File: config.mk
export PLATFORM = sky130hd
export DESIGN_NAME = local_inject_scheduler_flat
export DESIGN_NICKNAME = d
export VERILOG_FILES = /design/src/rtl/local_inject_scheduler_if.sv /design/src/rtl/local_inject_scheduler.sv /design/src/flat_wrapper.sv
export SDC_FILE = /design/constraint.sdc
export NUM_CORES = 1
export LEC_CHECK = 0
export BUFFER_PORTS_ARGS = -buffer_cell sky130_fd_sc_hd__buf_2
export CAP_MARGIN = 20
export CORE_MARGIN = 3
export CORE_UTILIZATION = 40
export DETAILED_ROUTE_END_ITERATION = 16
export PLACE_DENSITY = 0.72
export SLEW_MARGIN = 25
export SYNTH_ARGS = -nofsm -noshare
export SYNTH_HDL_FRONTEND = slang
export SYNTH_SLANG_ARGS = --single-unit
File: constraint.sdc
create_clock -name clk -period 8.8 [get_ports clk]
set_input_delay 2.64 -clock clk [delete_from_list [all_inputs] [get_ports clk]]
set_output_delay 2.64 -clock clk [all_outputs]
set_load 0.02 [all_outputs]
File: src/rtl/local_inject_scheduler_if.sv
// rtl/local_inject_scheduler_if.sv - requester/local-port signal bundle for the local injection scheduler
interface local_inject_scheduler_if #(
  parameter int N_REQ           = 4,
  parameter int N_REQ_IDX_W     = $clog2(N_REQ),
  parameter int QOS_VALUE_WIDTH = 4
);
  logic [N_REQ-1:0]                 req_vld_i;
  logic [N_REQ*QOS_VALUE_WIDTH-1:0] req_qos_i;
  logic [N_REQ-1:0]                 req_tail_i;
  logic [N_REQ-1:0]                 req_rdy_o;
  logic                             flit_vld_o;
  logic [QOS_VALUE_WIDTH-1:0]       flit_qos_value_o;
  logic [N_REQ_IDX_W-1:0]           flit_sel_idx_o;
  logic                             flit_rdy_i;
  logic                             busy_o;

  modport master (
    input  req_vld_i, req_qos_i, req_tail_i, flit_rdy_i,
    output req_rdy_o, flit_vld_o, flit_qos_value_o, flit_sel_idx_o, busy_o
  );

  modport slave (
    output req_vld_i, req_qos_i, req_tail_i, flit_rdy_i,
    input  req_rdy_o, flit_vld_o, flit_qos_value_o, flit_sel_idx_o, busy_o
  );
endinterface

File: src/rtl/local_inject_scheduler.sv
// rtl/local_inject_scheduler.sv - packet-granular RT-over-common round-robin scheduler for the local injection port
// Optional aging of starved common requesters is enabled by LOCAL_INJECT_AGING_EN.
module local_inject_scheduler #(
  parameter int N_REQ           = 4,
  parameter int N_REQ_IDX_W     = $clog2(N_REQ),
  parameter int QOS_VALUE_WIDTH = 4,
  parameter int AGE_THRESH      = 16,
  parameter int AGE_W           = $clog2(AGE_THRESH + 1)
) (
  input  logic                      clk,
  input  logic                      rst,
  local_inject_scheduler_if.master  bus
);

  typedef enum logic {IDLE, OWNED} state_t;

  state_t                   state;
  logic [N_REQ_IDX_W-1:0]   owner;
  logic                     owner_rt;
  logic [N_REQ_IDX_W-1:0]   rr_ptr_rt;
  logic [N_REQ_IDX_W-1:0]   rr_ptr_com;

  logic [QOS_VALUE_WIDTH-1:0] qos_arr [N_REQ];
  logic [N_REQ-1:0]           rt_set;
  logic [N_REQ-1:0]           com_set;
  logic [N_REQ-1:0]           aged_set;
  logic [N_REQ_IDX_W-1:0]     win;
  logic                       win_rt;
  logic [N_REQ_IDX_W-1:0]     sel;
  logic                       accept;
  logic                       tail_sel;

  // First member of cand at or after ptr, scanning cyclically.
  function automatic logic [N_REQ_IDX_W-1:0] rr_pick(input logic [N_REQ-1:0] cand,
                                                     input logic [N_REQ_IDX_W-1:0] ptr);
    logic [N_REQ_IDX_W-1:0] pick;
    logic [N_REQ_IDX_W:0]   sum;
    logic [N_REQ_IDX_W-1:0] idx;
    logic                   found;
    pick  = '0;
    found = 1'b0;
    for (int k = 0; k < N_REQ; k++) begin
      sum = {1'b0, ptr} + (N_REQ_IDX_W+1)'(k);
      if (sum >= (N_REQ_IDX_W+1)'(N_REQ)) begin
        sum = sum - (N_REQ_IDX_W+1)'(N_REQ);
      end
      idx = sum[N_REQ_IDX_W-1:0];
      if (!found && cand[idx]) begin
        found = 1'b1;
        pick  = idx;
      end
    end
    return pick;
  endfunction

  function automatic logic [N_REQ_IDX_W-1:0] adv(input logic [N_REQ_IDX_W-1:0] p);
    return (p == N_REQ_IDX_W'(N_REQ - 1)) ? '0 : p + 1'b1;
  endfunction

  always_comb begin
    for (int i = 0; i < N_REQ; i++) begin
      qos_arr[i] = bus.req_qos_i[i*QOS_VALUE_WIDTH +: QOS_VALUE_WIDTH];
      rt_set[i]  = bus.req_vld_i[i] & (&qos_arr[i]);
      com_set[i] = bus.req_vld_i[i] & ~(&qos_arr[i]);
    end
  end

`ifdef LOCAL_INJECT_AGING_EN
  logic [AGE_W-1:0] age [N_REQ];

  always_comb begin
    for (int i = 0; i < N_REQ; i++) begin
      aged_set[i] = com_set[i] & (age[i] == AGE_W'(AGE_THRESH));
    end
  end

  // Waiting common requesters accumulate age until their packet's tail goes out.
  always_ff @(posedge clk) begin
    for (int i = 0; i < N_REQ; i++) begin
      if (rst) begin
        age[i] <= '0;
      end else if (bus.req_rdy_o[i] && bus.req_tail_i[i]) begin
        age[i] <= '0;
      end else if (com_set[i] && !bus.req_rdy_o[i] && (age[i] != AGE_W'(AGE_THRESH))) begin
        age[i] <= age[i] + 1'b1;
      end
    end
  end
`else
  assign aged_set = '0;
`endif

  always_comb begin
    if (|aged_set) begin
      win    = rr_pick(aged_set, rr_ptr_com);
      win_rt = 1'b0;
    end else if (|rt_set) begin
      win    = rr_pick(rt_set, rr_ptr_rt);
      win_rt = 1'b1;
    end else begin
      win    = rr_pick(com_set, rr_ptr_com);
      win_rt = 1'b0;
    end
  end

  always_comb begin
    sel = (state == OWNED) ? owner : win;
    if (rst) begin
      bus.flit_vld_o       = 1'b0;
      bus.flit_sel_idx_o   = '0;
      bus.flit_qos_value_o = '0;
      bus.busy_o           = 1'b0;
    end else begin
      bus.flit_vld_o       = (state == OWNED) ? bus.req_vld_i[owner] : (|bus.req_vld_i);
      bus.flit_sel_idx_o   = sel;
      bus.flit_qos_value_o = qos_arr[sel];
      bus.busy_o           = (state == OWNED);
    end
    accept   = bus.flit_vld_o & bus.flit_rdy_i;
    tail_sel = bus.req_tail_i[sel];
    for (int i = 0; i < N_REQ; i++) begin
      bus.req_rdy_o[i] = accept & (sel == N_REQ_IDX_W'(i));
    end
  end

  // A head that is not also an accepted tail freezes the grant, even under a credit stall.
  always_ff @(posedge clk) begin
    if (rst) begin
      state      <= IDLE;
      owner      <= '0;
      owner_rt   <= 1'b0;
      rr_ptr_rt  <= '0;
      rr_ptr_com <= '0;
    end else begin
      case (state)
        IDLE: begin
          if (|bus.req_vld_i) begin
            if (accept && tail_sel) begin
              if (win_rt) rr_ptr_rt  <= adv(win);
              else        rr_ptr_com <= adv(win);
            end else begin
              state    <= OWNED;
              owner    <= win;
              owner_rt <= win_rt;
            end
          end
        end
        OWNED: begin
          if (accept && tail_sel) begin
            state <= IDLE;
            if (owner_rt) rr_ptr_rt  <= adv(owner);
            else          rr_ptr_com <= adv(owner);
          end
        end
        default: state <= IDLE;
      endcase
    end
  end

endmodule

File: src/flat_wrapper.sv
// flat-port wrapper written by rule: the top's interface ports become plain ports
module local_inject_scheduler_flat 
#(
  parameter int N_REQ           = 4,
  parameter int N_REQ_IDX_W     = $clog2(N_REQ),
  parameter int QOS_VALUE_WIDTH = 4,
  parameter int AGE_THRESH      = 16,
  parameter int AGE_W           = $clog2(AGE_THRESH + 1)
)
  (clk, rst, bus_req_vld_i, bus_req_qos_i, bus_req_tail_i, bus_flit_rdy_i, bus_req_rdy_o, bus_flit_vld_o, bus_flit_qos_value_o, bus_flit_sel_idx_o, bus_busy_o);
  local_inject_scheduler_if #(.N_REQ(N_REQ), .N_REQ_IDX_W(N_REQ_IDX_W), .QOS_VALUE_WIDTH(QOS_VALUE_WIDTH)) bus_i ();
  input  logic clk;
  input  logic rst;
  input wire logic [$bits(bus_i.req_vld_i)-1:0] bus_req_vld_i;
  input wire logic [$bits(bus_i.req_qos_i)-1:0] bus_req_qos_i;
  input wire logic [$bits(bus_i.req_tail_i)-1:0] bus_req_tail_i;
  input wire logic [$bits(bus_i.flit_rdy_i)-1:0] bus_flit_rdy_i;
  output wire logic [$bits(bus_i.req_rdy_o)-1:0] bus_req_rdy_o;
  output wire logic [$bits(bus_i.flit_vld_o)-1:0] bus_flit_vld_o;
  output wire logic [$bits(bus_i.flit_qos_value_o)-1:0] bus_flit_qos_value_o;
  output wire logic [$bits(bus_i.flit_sel_idx_o)-1:0] bus_flit_sel_idx_o;
  output wire logic [$bits(bus_i.busy_o)-1:0] bus_busy_o;
  assign bus_i.req_vld_i = bus_req_vld_i;
  assign bus_i.req_qos_i = bus_req_qos_i;
  assign bus_i.req_tail_i = bus_req_tail_i;
  assign bus_i.flit_rdy_i = bus_flit_rdy_i;
  assign bus_req_rdy_o = bus_i.req_rdy_o;
  assign bus_flit_vld_o = bus_i.flit_vld_o;
  assign bus_flit_qos_value_o = bus_i.flit_qos_value_o;
  assign bus_flit_sel_idx_o = bus_i.flit_sel_idx_o;
  assign bus_busy_o = bus_i.busy_o;
  local_inject_scheduler #(.N_REQ(N_REQ), .N_REQ_IDX_W(N_REQ_IDX_W), .QOS_VALUE_WIDTH(QOS_VALUE_WIDTH), .AGE_THRESH(AGE_THRESH), .AGE_W(AGE_W)) u_core (.clk(clk), .rst(rst), .bus(bus_i));
endmodule
==> summary by stage, run 1 <==
Run status
The flow ran to the end, and the final reports show no timing, DRC or antenna violations.

Yosys
The number of nets in the synthesized netlist is 173. The sequential share of the synthesized area is 0.133. The synthesized design contains 8 register bits. A synthesized cell averages 8.34 um^2. The number of enable flip-flop cells after synthesis is 0.

The main flop type after synthesis is sky130_fd_sc_hd__dfxtp_1. Yosys printed 0 warnings. The instance count of the mapped netlist is 145. The mapped cell area is 0.00121 mm^2. After synthesis, the netlist uses 53 different library cells. In the synthesized netlist the async set-or-reset flop fraction comes to 0.

Place
The detailed placer's ending HPWL is 2.97 mm. Timing analysis after detailed placement gives a worst setup slack of 0.978 ns. Port buffering added 38 buffers. The number of cells in the design after placement is 207. At the end of routability-driven placement, the weighted congestion stood at 0.926.

Clocking
Counting the buffers created by CTS gives 3. Hold repair after CTS inserted 0 buffers. TritonCTS built the clock tree. The clock root buffer is sky130_fd_sc_hd__clkbuf_4. The maximum level of the CTS H-tree is 1. The clock edge transition at the registers on the reported setup and hold paths is 0.05 ns. Gates resized during post-CTS repair numbered 0. The buffer depth of the longest clock path is 2. The CTS sink count is 8. The clock latency reported for the late side of the worst-skew pair is 0.25 ns. The post-CTS setup repair buffer count is 0.

Finish
Once layout is complete, the utilization of the core stands at 0.503. After filler insertion, the fill cell instance count of the layout stands at 294. The count of placed standard cells in the final layout, fillers left out is 210.

The area growth from synthesis to layout is 17.8%. The area of the multi-input gates is 978 um^2. In the final layout, the share of cells above drive strength 1 is 0.307. For this run, the post-layout net count is 209. The area taken by flip-flops and latches is 160 um^2. The antenna diode count is 0.

Die
The die covers 0.00372 mm^2. The starting density of the core is 0.427. The height of the die is 61.0 um. The die span in x is 61.0 um. The total core area is 0.00283 mm^2. The boundary pin count is 39. The floorplan has 19 rows.

Timing
The number of hold-slack violations in the final timing report is 0. Setup repair after global routing left no endpoint under its margin. The clock arrives with 0.00262 ns of skew. The smallest clock period supported by the final layout is computed as 7.83 ns. The worst path meets setup with 0.972 ns of slack. The count of final max-slew check failures is 0. The final worst-path cycle share is 0.890.

Static timing analysis puts the maximum clock frequency at 128 MHz. Setup total negative slack on the finished layout was measured at 0 ns. The relative slew slack is 0.558.

Setup violations remaining at the end of the flow were counted as 0. The transition time at the pin with the least slew margin is 0.659 ns.

Routing
The number of detailed-route iterations in the first pass is 4. In the final routed layout, each cell accounts on average for 17.3 um. The residual DRC count is 0. The remaining antenna violation count is 0.

The aggregate routed wire length is 3.63 mm. The met2 routed wirelength is 1.88 mm. For this block, wires on met1 add up to 1.52 mm. The number of DRC markers after the initial detailed-route iteration is 102. The met3 wire length is 178 um.

The overall via count from detail_route is 1,370. After detailed routing, the number of vias per cell comes to 6.52. The highest metal layer with signal wires is met4.

Power and ir drop
The share of total power dissipated in sequential elements is 0.290. The power density over the cells is 101 mW/mm^2. The share of total power dissipated in the clock network is 0.193. The completed layout was analyzed and its total power is 144 uW. Across the VDD grid, the largest voltage drop is 0.0378 mV. The switching share of power is 0.401. The switching power summed over all nets is 57.7 uW. The design internal power is 86.1 uW.

For this design the static power due to leakage is 0.000608 uW. The part of the total power dissipated in combinational logic is 0.517.

Global route
Entering global routing, the biggest net connects 20 pins. The global-route congestion overflow total is 0. The number of antenna violations at the first check in global routing is 0.

The number of global-route vias before repair came to 1,327. The first global-routing pass estimated 6.00 mm of wire. Across every metal layer, demand over resource in global routing totals 0.210.

Setup path
For the worst setup path, the data required time is 6.16 ns. The worst register-to-register path has a depth of 8. The critical path capture point type is an output pin. By startpoint and endpoint, the worst setup path is classified as in2out. The data arrival at the endpoint of the critical path is 5.19 ns. The worst setup path is launched from an input pin. In this run the worst path has a maximum fanout of 9.

Hold path
The cell depth of the worst min-delay path is 2. The worst hold-check path type is reg2reg.

Run
The count of max-cap constraint violations is 0.
==> cells in the mapped netlist, types with 4 or more instances <==
cell type | instances | area [um^2]
sky130_fd_sc_hd__a21oi_1 | 7 | 35.0
sky130_fd_sc_hd__inv_1 | 7 | 26.3
sky130_fd_sc_hd__mux4_1 | 5 | 131
sky130_fd_sc_hd__dfxtp_1 | 8 | 160
sky130_fd_sc_hd__o211ai_1 | 4 | 30.0
sky130_fd_sc_hd__nor2_1 | 12 | 45.0
sky130_fd_sc_hd__and4_1 | 4 | 35.0
sky130_fd_sc_hd__nand2b_1 | 8 | 50.1
sky130_fd_sc_hd__nand2_1 | 10 | 37.5
sky130_fd_sc_hd__o31ai_1 | 4 | 30.0
sky130_fd_sc_hd__clkbuf_1 | 4 | 15.0
sky130_fd_sc_hd__nor2b_1 | 7 | 43.8
sky130_fd_sc_hd__mux2i_1 | 6 | 60.1
==> per-layer routing <==
| metal | global-route usage | vias to the layer above |
|---|---|---|
| met5 | 0 | - |
| li1 | - | 645 |
| met4 | 0.0526 | 0 |
| met2 | 0.371 | 54 |
| met1 | 0.257 | 665 |
| met3 | 0.0468 | 6 |
==> state kept, by name, summed over array words and instances, names as in the netlist <==
| name | flops |
|---|---|
| u_core.owner | 2 |
| u_core.state | 1 |
| u_core.rr_ptr_rt | 2 |
| u_core.owner_rt | 1 |
| u_core.rr_ptr_com | 2 |
==> final timing paths <==
kind / start / end / slack [ns]
worst max-delay path: bus_req_qos_i[2] / bus_flit_qos_value_o[0] / 0.97
worst min-delay path: u_core.rr_ptr_rt[0] / u_core.rr_ptr_rt[0] / 0.53
worst max register to register: u_core.rr_ptr_com[1] / u_core.rr_ptr_rt[0] / 5.62
worst min register to register: u_core.rr_ptr_rt[0] / u_core.rr_ptr_rt[0] / 0.53
==> cell usage in the layout (no fill, tap or decap), types with 3 or more instances in the layout <==
master                     count
sky130_fd_sc_hd__mux4_1        5
sky130_fd_sc_hd__o211ai_1      4
sky130_fd_sc_hd__a22oi_1       3
sky130_fd_sc_hd__dfxtp_1       8
sky130_fd_sc_hd__a21oi_1       7
sky130_fd_sc_hd__nand2_1      10
sky130_fd_sc_hd__buf_2        38
sky130_fd_sc_hd__o21ai_0       3
sky130_fd_sc_hd__o31ai_1       4
sky130_fd_sc_hd__nand2b_1      8
sky130_fd_sc_hd__clkbuf_4      3
sky130_fd_sc_hd__inv_1         7
sky130_fd_sc_hd__nand4_1       3
sky130_fd_sc_hd__nor2_1       12
sky130_fd_sc_hd__nor3_1        3
sky130_fd_sc_hd__nor2b_1       7
sky130_fd_sc_hd__or3_1         3
sky130_fd_sc_hd__mux2i_1       6
sky130_fd_sc_hd__nand3_1       3
sky130_fd_sc_hd__and4_1        4
sky130_fd_sc_hd__or4_1         3
==> logic make-up after synthesis <==
logic type                 Yosys count  share of synthesized area
AOI/OAI and AO/OA                   41                      0.271
adders and majority gates            1                     0.0104
buffers and inverters               16                     0.0580
DFF                                  8                      0.133
muxes                               14                      0.208
and+or+nand+nor                     65                      0.320
==> final cells by class <==
class,instances,area share
multi-input combinational,121,0.687
timing repair buffer,38,0.134
sequential,8,0.112
tap,31,0.0272
inverter,9,0.0237
clock buffer,3,0.0158
==> power by group through the flow <==
stage               clock network, uW  logic, uW  registers [uW]
floorplan                           0       54.4            40.7
global placement                    0       71.6            42.6
detailed placement                  0       73.7            42.4
CTS                              28.0       74.0            41.7
global route                     30.7       80.8            42.2
finish                           27.8       74.3            41.7
==> worst max-delay path, stage by stage <==
cell and delay (ns):
sky130_fd_sc_hd__buf_2 0.11, sky130_fd_sc_hd__and4_1 0.24, sky130_fd_sc_hd__a22oi_1 0.30, sky130_fd_sc_hd__o32ai_1 0.12, sky130_fd_sc_hd__a211o_1 0.35, sky130_fd_sc_hd__o31ai_4 0.49, sky130_fd_sc_hd__mux4_1 0.62, sky130_fd_sc_hd__nor2b_1 0.14
sky130_fd_sc_hd__buf_2 0.16
==> through the flow <==
step	area (um^2)	hold WS, ns
floorplan	1210	0.473
global placement	1400	0.508
detailed placement	1400	0.518
CTS	1420	0.534
global route	1420	0.576
finish	1420	0.535
No activity file was read; power rests on OpenSTA's default activity.
==> run 2, diff against run 1 <==
- BUFFER_PORTS_ARGS: -buffer_cell sky130_fd_sc_hd__buf_2 -> default
- DONT_BUFFER_PORTS: default -> 1
- PLACE_DENSITY: 0.72 -> 0.61
==> summary by stage, run 2 (same netlist as run 1, synthesis figures left out) <==
Run status
The run finished with clean final reports.

Finish
In the final layout, the registers with the most flip-flops are u_core.owner: 2 flops, u_core.rr_ptr_com: 2 flops, u_core.rr_ptr_rt: 2 flops. The library cells used most frequently in the layout, excluding fill and tap cells, are sky130_fd_sc_hd__nor2_1, sky130_fd_sc_hd__nand2_1, sky130_fd_sc_hd__nand2b_1, sky130_fd_sc_hd__dfxtp_1. The layout cell share with drive strength beyond 1 is 0.121. The cell area after layout is 0.00123 mm^2. After the last flow step, the layout net total stands at 171. 0 antenna diodes ended up in the layout.

Compared with the post-synthesis result, the final layout area differs by 2.07%. Counting the fill cells in the layout gives 285. The library cell used most frequently in the layout, excluding fill and tap cells, is sky130_fd_sc_hd__nor2_1. The count of placed standard cells in the final layout, fillers left out is 172.

Power and ir drop
The peak ir drop on the vdd network is 0.0464 mV. For this design the ratio of total power to cell area is 105 mW/mm^2. In this run the power spent charging and discharging nets is 50.3 uW. Of the total power, the clock network draws 0.219. The relative contribution of sequential cells to total power is 0.323. The switching share of power is 0.389. The design internal power is 79.2 uW. The analysis attributes to cell leakage a power of 0.000445 uW. Of the total power, combinational logic draws 0.458.

Run
The tool flagged a number of max-cap violations equal to 0.

Timing
The minimum period implied by the final worst setup slack is 7.59 ns. In this run the tightest slew margin relative to its limit is 0.551. The number of hold-slack violations in the final timing report is 0.

Setup repair after global routing left no endpoint under its margin. Between clock sinks in the finished design, the worst skew comes to 0.000506 ns. The post-layout worst setup margin is 1.21 ns. The number of endpoints failing setup at the final stage is 0. The transition time at the pin with the least slew margin is 0.669 ns. The count of final max-slew check failures is 0.

The setup TNS after final layout is 0 ns. The timing-limited maximum frequency is 132 MHz. The final worst-path cycle share is 0.863.

Clocking
After clock tree synthesis, the flow added hold-fix buffers numbering 0. CTS saw 8 sinks. The clock edge transition at the registers on the reported setup and hold paths is 0.05 ns.

CTS built an H-tree with a depth of 1. After clock tree synthesis, the repair step resized 0 gates. Clock tree synthesis selected as its root buffer the cell sky130_fd_sc_hd__clkbuf_4. Once the clock tree was built, the setup fixing pass inserted 0 buffers.

The number of clock buffers added by TritonCTS is 3. Clock latency on the worst-skew pair, taken at its later pin, is 0.26 ns. The clock tree from TritonCTS is done. No sink is reached through more buffers than the 2 on the longest clock path.

Setup path
Of all nets on the critical path, the largest fanout is 9. The type of element launching the critical path is an input pin. The worst reg2reg path startpoint is u_core.rr_ptr_com[1]. The length in cells of the worst reg-to-reg path is 8. The worst register-to-register path has a setup slack of 5.62 ns.

The data arrival at the endpoint of the critical path is 4.95 ns. The worst flop-to-flop path endpoint is u_core.rr_ptr_rt[1]. The critical path capture point type is an output pin. The data required time of the critical path is 6.16 ns. The startpoint-to-endpoint class of the critical path is in2out.

Place
The HPWL after detailed placement is 2.79 mm. The number of cells in the design after placement is 169. The total of buffers placed on input and output ports is 0. The cell area after placement is 0.00121 mm^2. At the end of routability-driven placement, the weighted congestion stood at 0.966. The worst slack at placement is 1.19 ns.

Die
The die is 61.0 um tall. The row count is 19. The die span in x is 61.0 um. For this configuration, the core starts out at a cell density of 0.427. The boundary pin count is 39. The total core area is 0.00283 mm^2.

The overall die area is 0.00372 mm^2.

Global route
The overall routing resource usage is 0.204. The wire length of the first global-routing pass is 5.67 mm. The global-route congestion overflow total is 0.

The number of global-route vias before repair was 1,140. The number of antenna violations at the first check in global routing is 0. The pin count of the biggest net entering global routing is 20.

Hold path
The min-delay analysis places its worst path in the category reg2reg. For hold timing, the worst endpoint is u_core.rr_ptr_rt[0]. The origin of the worst min-delay path is u_core.rr_ptr_rt[0]. The cell depth of the worst min-delay path is 2.

Routing
The number of detailed-route iterations in the first pass is 4. The count of nets left with antenna violations once routing finished came out at 0. For this run, design rule violations remaining after detail routing come to 0. The detailed router placed 1,210 vias in this run. The final layout contains routed wiring with a total length of 3.50 mm.

The average via count per standard cell is 7.03. The wire length per cell is 20.3 um. The number of DRC markers after the initial detailed-route iteration is 86.
==> run 2: area by class of cell <==
type                            instances  area, um^2  share of cell area
Inverter                                9        33.8              0.0274
Tap cell                               31        38.8              0.0314
Sequential cell                         8         160               0.130
Clock buffer                            3        22.5              0.0183
Multi-Input combinational cell        121         978               0.793
==> run 2: worst max path at each step <==
stage	from	to	cells after the start
5_1_grt	bus_req_qos_i[2]	bus_flit_qos_value_o[3]	7
2_1_floorplan	bus_req_qos_i[15]	bus_flit_qos_value_o[0]	8
3_5_place_dp	bus_req_qos_i[15]	bus_flit_qos_value_o[3]	7
4_1_cts	bus_req_qos_i[2]	bus_flit_qos_value_o[3]	7
6_report	bus_req_qos_i[2]	bus_flit_qos_value_o[2]	7
3_3_place_gp	bus_req_qos_i[15]	bus_flit_qos_value_o[3]	7
==> run 2: metal layers <==
| metal | track usage | part of all wire | vias up |
|---|---|---|---|
| met2 | 0.344 | 0.48 | 45 |
| li1 | - | - | 573 |
| met3 | 0.0447 | 0.061 | 6 |
| met1 | 0.267 | 0.45 | 586 |
| met4 | 0.0433 | 0.011 | 0 |
| met5 | 0 | 0 | - |
==> run 2: critical path, cell delays in order <==
cell and delay, ns:
sky130_fd_sc_hd__and4_1 0.23, sky130_fd_sc_hd__a22oi_1 0.28, sky130_fd_sc_hd__o32ai_1 0.12, sky130_fd_sc_hd__a211o_1 0.35
sky130_fd_sc_hd__o31ai_4 0.49, sky130_fd_sc_hd__mux4_1 0.62, sky130_fd_sc_hd__nor2b_1 0.22
==> run 2: per-stage QoR <==
| stage | power, uW | hold slack, ns | util |
|---|---|---|---|
| finish | 130 | 0.517 | 0.436 |
| global route | 139 | 0.568 | 0.436 |
| CTS | 130 | 0.523 | 0.436 |
| detailed placement | 102 | 0.514 | 0.428 |
| global placement | 99.9 | 0.519 | 0.428 |
| floorplan | 95.1 | 0.473 | - |
==> run 2: power groups by stage <==
stage	registers, uW	logic, uW	clock network [uW]
final	41.9	59.3	28.3
after global routing	42.3	64.3	32.2
after floorplan	40.7	54.4	0
after global placement	42.5	57.4	0
after CTS	41.8	59.2	29.3
after detailed placement	42.6	58.9	0
